`src/rtl/fir_interp_serial.sv`:
```
// Polyphase x L interpolating FIR built around one time-shared multiplier-accumulator.
// Each accepted sample yields L outputs, phase 0 first, spaced D+1 enabled cycles apart.
module fir_interp_serial #(
    parameter int tap_len = 21,
    parameter int L       = 4,
    parameter int OSHIFT  = 14
) (
    input  logic                       clk,
    input  logic                       rst,
    input  logic                       cke,
    input  logic signed [15:0]         din,
    input  logic                       din_vld,
    output logic                       din_rdy,
    output logic signed [15:0]         dout,
    output logic                       dout_vld,
    input  logic [tap_len-1:0][15:0]   tap
);

    localparam int D  = (tap_len + L - 1) / L;
    localparam int KW = (D > 1) ? $clog2(D) : 1;
    localparam int PW = $clog2(L);
    localparam int IW = $clog2(D * L);
    localparam int AW = 32 + $clog2(D);

    typedef enum logic [1:0] {
        ST_IDLE = 2'd0,
        ST_MAC  = 2'd1,
        ST_OUT  = 2'd2
    } state_e;

    state_e                 state_q, state_d;
    logic [PW-1:0]          phase_q, phase_d;
    logic [KW-1:0]          k_q, k_d;
    logic signed [AW-1:0]   acc_q, acc_d;
    logic signed [15:0]     x_q [D];
    logic signed [15:0]     x_d [D];
    logic signed [15:0]     dout_q, dout_d;
    logic                   dout_vld_q, dout_vld_d;
    logic                   din_rdy_q, din_rdy_d;

    logic [IW-1:0]          idx_s;
    logic signed [15:0]     coef_s;
    logic signed [15:0]     x_sel_s;
    logic signed [31:0]     prod_s;

    // Clamp a wide signed value into the 16-bit output range.
    function automatic logic signed [15:0] sat16(input logic signed [AW-1:0] v);
        logic signed [15:0] r;
        if ((&v[AW-1:15]) || (~|v[AW-1:15])) begin
            r = v[15:0];
        end else if (v[AW-1]) begin
            r = 16'sh8000;
        end else begin
            r = 16'sh7fff;
        end
        return r;
    endfunction

    // Coefficient and delay-line operand selection for the current product.
    always_comb begin
        idx_s   = IW'(int'(k_q) * L + int'(phase_q));
        coef_s  = 16'sd0;
        x_sel_s = 16'sd0;
        for (int i = 0; i < tap_len; i++) begin
            coef_s = (idx_s == IW'(i)) ? $signed(tap[i]) : coef_s;
        end
        for (int i = 0; i < D; i++) begin
            x_sel_s = (k_q == KW'(i)) ? x_q[i] : x_sel_s;
        end
        prod_s = 32'(coef_s) * 32'(x_sel_s);
    end

    // Next-state and datapath updates for the IDLE / MAC / OUT sequence.
    always_comb begin
        state_d    = state_q;
        phase_d    = phase_q;
        k_d        = k_q;
        acc_d      = acc_q;
        x_d        = x_q;
        dout_d     = dout_q;
        dout_vld_d = 1'b0;
        case (state_q)
            ST_IDLE: begin
                if (din_vld && din_rdy_q) begin
                    x_d[0] = din;
                    for (int i = 1; i < D; i++) begin
                        x_d[i] = x_q[i-1];
                    end
                    phase_d = PW'(0);
                    k_d     = KW'(0);
                    acc_d   = AW'(0);
                    state_d = ST_MAC;
                end else begin
                    state_d = ST_IDLE;
                end
            end
            ST_MAC: begin
                acc_d = acc_q + AW'(prod_s);
                if (k_q == KW'(D - 1)) begin
                    state_d = ST_OUT;
                end else begin
                    k_d = k_q + KW'(1);
                end
            end
            ST_OUT: begin
                dout_d     = sat16(acc_q >>> OSHIFT);
                dout_vld_d = 1'b1;
                if (phase_q != PW'(L - 1)) begin
                    phase_d = phase_q + PW'(1);
                    k_d     = KW'(0);
                    acc_d   = AW'(0);
                    state_d = ST_MAC;
                end else begin
                    state_d = ST_IDLE;
                end
            end
            default: begin
                state_d = ST_IDLE;
            end
        endcase
        din_rdy_d = (state_d == ST_IDLE);
    end

    // State register; everything freezes while cke is low.
    always_ff @(posedge clk or negedge rst) begin
        if (!rst) begin
            state_q    <= ST_IDLE;
            phase_q    <= PW'(0);
            k_q        <= KW'(0);
            acc_q      <= AW'(0);
            for (int i = 0; i < D; i++) begin
                x_q[i] <= 16'sd0;
            end
            dout_q     <= 16'sd0;
            dout_vld_q <= 1'b0;
            din_rdy_q  <= 1'b1;
        end else if (cke) begin
            state_q    <= state_d;
            phase_q    <= phase_d;
            k_q        <= k_d;
            acc_q      <= acc_d;
            x_q        <= x_d;
            dout_q     <= dout_d;
            dout_vld_q <= dout_vld_d;
            din_rdy_q  <= din_rdy_d;
        end
    end

    // A strobe held over a frozen cycle is hidden until the clock is enabled again.
    assign dout     = dout_q;
    assign dout_vld = dout_vld_q & cke;
    assign din_rdy  = din_rdy_q;

endmodule

```
`config.mk`:
```
export PLATFORM = sky130hd
export DESIGN_NAME = fir_interp_serial
export DESIGN_NICKNAME = d
export VERILOG_FILES = /design/src/rtl/fir_interp_serial.sv
export SDC_FILE = /design/constraint.sdc
export NUM_CORES = 1
export LEC_CHECK = 0
export ABC_AREA = 1
export CAP_MARGIN = 10
export CORE_UTILIZATION = 40
export CTS_CLUSTER_DIAMETER = 100
export DETAILED_ROUTE_END_ITERATION = 8
export GPL_TIMING_DRIVEN = 0
export PLACE_DENSITY = 0.73
export SYNTH_ARGS = -nofsm -noshare
export SYNTH_HDL_FRONTEND = slang
export SYNTH_SLANG_ARGS = --single-unit
```
`constraint.sdc`:
```
create_clock -name clk -period 23.9 [get_ports clk]
set_clock_uncertainty 0.2 [all_clocks]
set_input_delay 3.585 -clock clk [delete_from_list [all_inputs] [get_ports clk]]
set_output_delay 3.585 -clock clk [all_outputs]
set_load 0.02 [all_outputs]
```
# Word level (Yosys, flattened, before mapping)
# Index checks and enable logic that the tools add are counted.
[totals] latchBits=0 reg_bits=156 ramBits=0 output_inout_bits=18 rom_bits=0 memories=0 input_bits=356
[op_classes] order_cmp=0 n_addsub=4 reduce_logical=16 div=0 mul=1 bitwise=1 n_eq_ne=31 n_shift=0 muxes=44
[ops] operator="16-bit two-way mux" n=29
[ops] operator="35-bit one-hot mux with 3 select lines" n=1
[ops] operator="35-bit two-way mux" n=2
[ops] operator="5-bit by 4-bit equality test with 1-bit output (second input constant)" n=8
[ops] operator="35-bit by 32-bit adder with 35-bit output" n=1
[ops] operator="16-bit by 16-bit multiplier with 32-bit output" n=1
[ops] operator="5-bit equality test (second input constant)" n=5
[ops] operator="5-bit by 3-bit equality test with 1-bit output (second input constant)" n=4
[ops] operator="5-bit by 2-bit equality test with 1-bit output (second input constant)" n=2
[ops] operator="3-bit two-way mux" n=3
[ops] operator="3-bit one-hot mux with 3 select lines" n=1
[ops] operator="2-bit inequality test (second input constant)" n=4
[ops] operator="4-bit AND reduction" n=2
[ops] operator="3-bit by 2-bit equality test with 1-bit output (second input constant)" n=2
[ops] operator="3-bit equality test (second input constant)" n=2
[ops] operator="2-bit two-way mux" n=3
[ops] operator="2-bit one-hot mux with 3 select lines" n=1
[ops] operator="6-bit AND reduction" n=1
[ops] operator="6-bit OR reduction" n=1
[ops] operator="5-bit by 2-bit adder with 5-bit output" n=1
[ops] operator="5-bit by 1-bit equality test with 1-bit output (second input constant)" n=1
[ops] operator="5-bit zero test" n=1
[ops] operator="5-bit AND reduction" n=1
[ops] operator="2-bit zero test" n=2
[ops] operator="other kinds (16)" n=18

# Longest topological paths before layout
[depth] ltp_word=26 ltp_mapped=60 ltp_nobuf=58

# Least setup slack after synthesis
# No wires, ideal clock.
[synth_path] path_type="input -> register" from="in tap[15] (netlist bit)" to="reg acc_q[34]" t_arrival_ns=10.322 stages=50 path_slack_ns=13.260 path_cell_list="inv_1 nor2_1 nand2_1 nand3_1 nand2_1 nand2_1 nand2_1 nand2_1 nand2_1 nand2_1 nand2_1 nand2_1 nand2_1 nand2_1 nand2_1 nand2_1 nand2_1 nand2_1 (+14 left out) inv_1 fa_1 inv_1 fa_1 inv_1 fa_1 inv_1 ha_1 a21oi_1 inv_1 a21oi_1 inv_1 a2111oi_0 nand3_1 nand2_1 nand4_1 nand3_1 nand2_1"
[synth_via] elab_chain_len=24
[synth_rtl] item="start, declared" line="16" source="input logic [tap_len-1:0][15:0] tap"
[synth_rtl] item="16-bit two-way mux (21 in a row)" line="65" source="coef_s = (idx_s == IW'(i)) ? $signed(tap[i]) : coef_s;"
[synth_rtl] item="16-bit by 16-bit multiplier with 32-bit output" line="70" source="prod_s = 32'(coef_s) * 32'(x_sel_s);"
[synth_rtl] item="35-bit by 32-bit adder with 35-bit output" line="98" source="acc_d = acc_q + AW'(prod_s);"
[synth_rtl] item="35-bit one-hot mux with 3 select lines" line="82" source="case (state_q)"
[synth_rtl] item="end signal, assigned" line="130" source="acc_q <= AW'(0);"
[synth_rtl] item="end signal, assigned" line="141" source="acc_q <= acc_d;"
[synth_rtl] item="end, declared" line="34" source="logic signed [AW-1:0] acc_q, acc_d;"
# Every way passes these cells.
# A chain may end at the register's enable or synchronous reset.

# Worst setup path after layout
[layout_path] from="in tap[21] (netlist bit)" to="reg acc_q[27]"
[layout_via] elab_chain_len=23
[layout_rtl] item="16-bit two-way mux (20 in a row)" line="65"
[layout_rtl] item="16-bit by 16-bit multiplier with 32-bit output" line="70"
[layout_rtl] item="35-bit by 32-bit adder with 35-bit output" line="98"
[layout_rtl] item="35-bit one-hot mux with 3 select lines" line="82"
# Every way passes these cells.

==> impl_metrics.toml <==
[cts]
clock_path_buffers = 2
path_clk_slew_ns = 0.06
cts_sinks = 156
cts_tree = "done"
post-cts-setup-buffers = 0
postCtsHoldBufs = 0
cts_resized = 0
cts_root_buf = "clkbuf_16"
h-tree-depth = 4
clk_latency_ns = 0.44
cts_buffers = 17

[setup_path]
slowest_delay_ns = 0.65
crit_type = "input port to flop"
reg2reg_slack_ns = 13.83
cp_max_fo = 10
timing.rr.end = "acc_q[27]$_DFFE_PN0P_"
arrival_ns = 12.46
timing.rr.start = "phase_q[1]$_DFFE_PN0P_"
crit_start = "tap[21]"
slowest_stage = "nor4_1"
r2r_cells = 49
cp_common_cell = "nand2_1"
required_ns = 24.02
end_kind = "flop"
worstSetupStartpointType = "input port"

[min_path]
holdPathStages = 2
worstHoldStart = "x_q[79]$_DFFE_PN0P_"
hp-class = "flop to flop"
hold-path-endpoint = "x_q[79]$_DFFE_PN0P_"

[floorplanning]
coreArea_um2 = 55200
die_area_um2 = 56800
die_w_um = 238
start_util_pct = 40.5
pin_count = 374
num_rows = 86
die_y_um = 238

[timing]
finalCritPeriodShare_pct = 51.6
slew_headroom_pct = 4.64
tns_ns = 0
finalSetupViolCount = 0
rsz0062_at_grt = "no"
layout_min_cycle_time_ns = 12.34
slew_violations = 0
hold_viol_final = 0
max_freq_ghz = 0.0810
timing_worst_slew_pin_value_ns = 1.43

[logic_synthesis]
yosysUniqueCellTypes = 50
synth_area_um2 = 22300
synth_top_cell_by_area = "fa_1"
synthArstFlopShare_pct = 100
yosysTopAreaCellShare_pct = 27.8
dominantRegCellSynth = "dfrtp_1"
synth_most_common_cell = "nand2_1"
yosysWarnings = 0
syn-num-nets = 3837
synth_edf_count = 0
synth_seq_area_share_pct = 17.5
ys_ff_latch = 156
syn-instance-count = 3058
ys_top_cells_by_area = "fa_1, dfrtp_1, nand2_1"
synth_commonest_cells = "nand2_1, inv_1, nor2_1"
syn_avg_cell_area_um2 = 7.31

[route]
first_pass_iters = 5
vias_per_cell = 5.14
num_vias = 21700
ant_nets = 0
detail_route.wl_per_cell_um = 18.9
wirelength_mm = 79.7
drc = 0
drt_iter0_markers = 1939

[layout]
nets = 4230
syn_to_final_growth_pct = 23.4
drive_gt1_share_pct = 5.03

[global_routing]
grt_overflow = 0
grt_max_degree = 80
grtUsageTotal_pct = 28.6
antenna_found_initial = 3
grt_pass1_wl_mm = 124
grt_pass1_vias = 21800

[run_status]
status = "finished clean"

[placed_design]
post-dp-hpwl_mm = 67.1
port_buffers = 372
routabilityCongestion = 1.02

[job]
drv_cap = 0
-- flip-flops by register name (all words and copies together) (netlist names) --
| register | cells |
|---|---|
| dout | 16 |
| din_rdy | 1 |
| state_q | 2 |
| phase_q | 2 |
| dout_vld_q | 1 |
| x_q | 96 |
| k_q | 3 |
| acc_q | 35 |
-- per-layer routing --
metal / vias to the layer above / routed length (µm) / global-route usage (%)
met5: - / 0 / 0
met4: 0 / 3770 / 13.0
met3: 198 / 7170 / 6.12
met2: 981 / 36800 / 46.7
met1: 10300 / 32000 / 36.4
li1: 10100 / - / -
-- layout make-up --
type	count	area, µm²
multi-input cells	2199	15700
well taps	748	936
clock buffers	19	453
inverters	576	2170
diodes	3	7.51
fillers	5449	27600
clock inverters	9	67.6
repair buffers	374	3760
flip-flops and latches	156	3910
plain buffers	127	597
-- worst max-delay path: cells and delay by family --
family	cells	cell delay [ns]
AO/OA/AOI/OAI	7	1.26
adder cells (fa/ha/maj)	7	3.37
buffers and inverters	6	0.81
AND/OR/NAND/NOR	27	3.41
-- metrics by stage --
| step | instance area, µm² | std cells | worst slack (ns) | utilization [%] | hold slack, ns |
|---|---|---|---|---|---|
| finish | 27600 | 4211 | 11.56 | 50.0 | 0.286 |
| global route | 27600 | 4211 | 11.09 | 50.0 | 0.310 |
| CTS | 27600 | 4207 | 11.92 | 49.9 | 0.289 |
| detailed placement | 27000 | 4179 | 11.47 | 49.0 | 0.273 |
| global placement | 27000 | 4178 | 11.55 | 48.9 | 0.266 |
| floorplan | 22300 | 3058 | 13.26 | - | 0.250 |
-- cell usage in the layout, fill, tap and decap left out, types with 29 or more instances in the layout --
cell             netlist  layout
nor2_1               345     345
nand2_1              736     736
nor2_2                29      29
o21ai_0              128     128
clkbuf_1              75      75
clkdlybuf4s50_1        0     371
nand3_1              157     157
o211ai_1              33      33
fa_1                 310     310
ha_1                 113     113
inv_1                560     560
a21oi_1              182     182
dfrtp_1              155     155
-- kinds of logic after synthesis --
kind of cell	count (synthesis)	share of synthesized area, %
AND/OR/NAND/NOR	1343	24.9
adder cells (fa/ha/maj)	423	34.1
AO/OA/AOI/OAI	418	10.5
buffers and inverters	703	12.4
flip-flops	156	17.5
XOR/XNOR	15	0.588
-- worst max-delay path by stage --
stage          slack [ns]  cells after the start               endpoint
3_3_place_gp        11.55                     51  acc_q[34]$_DFFE_PN0P_
6_report            11.56                     47  acc_q[27]$_DFFE_PN0P_
4_1_cts             11.92                     47  acc_q[27]$_DFFE_PN0P_
3_5_place_dp        11.47                     47  acc_q[27]$_DFFE_PN0P_
5_1_grt             11.09                     51  acc_q[34]$_DFFE_PN0P_
2_1_floorplan       13.26                     50  acc_q[34]$_DFFE_PN0P_
Power is not shown: default switching activity piles up to over one toggle a cycle in this logic, so the estimate is an artifact.
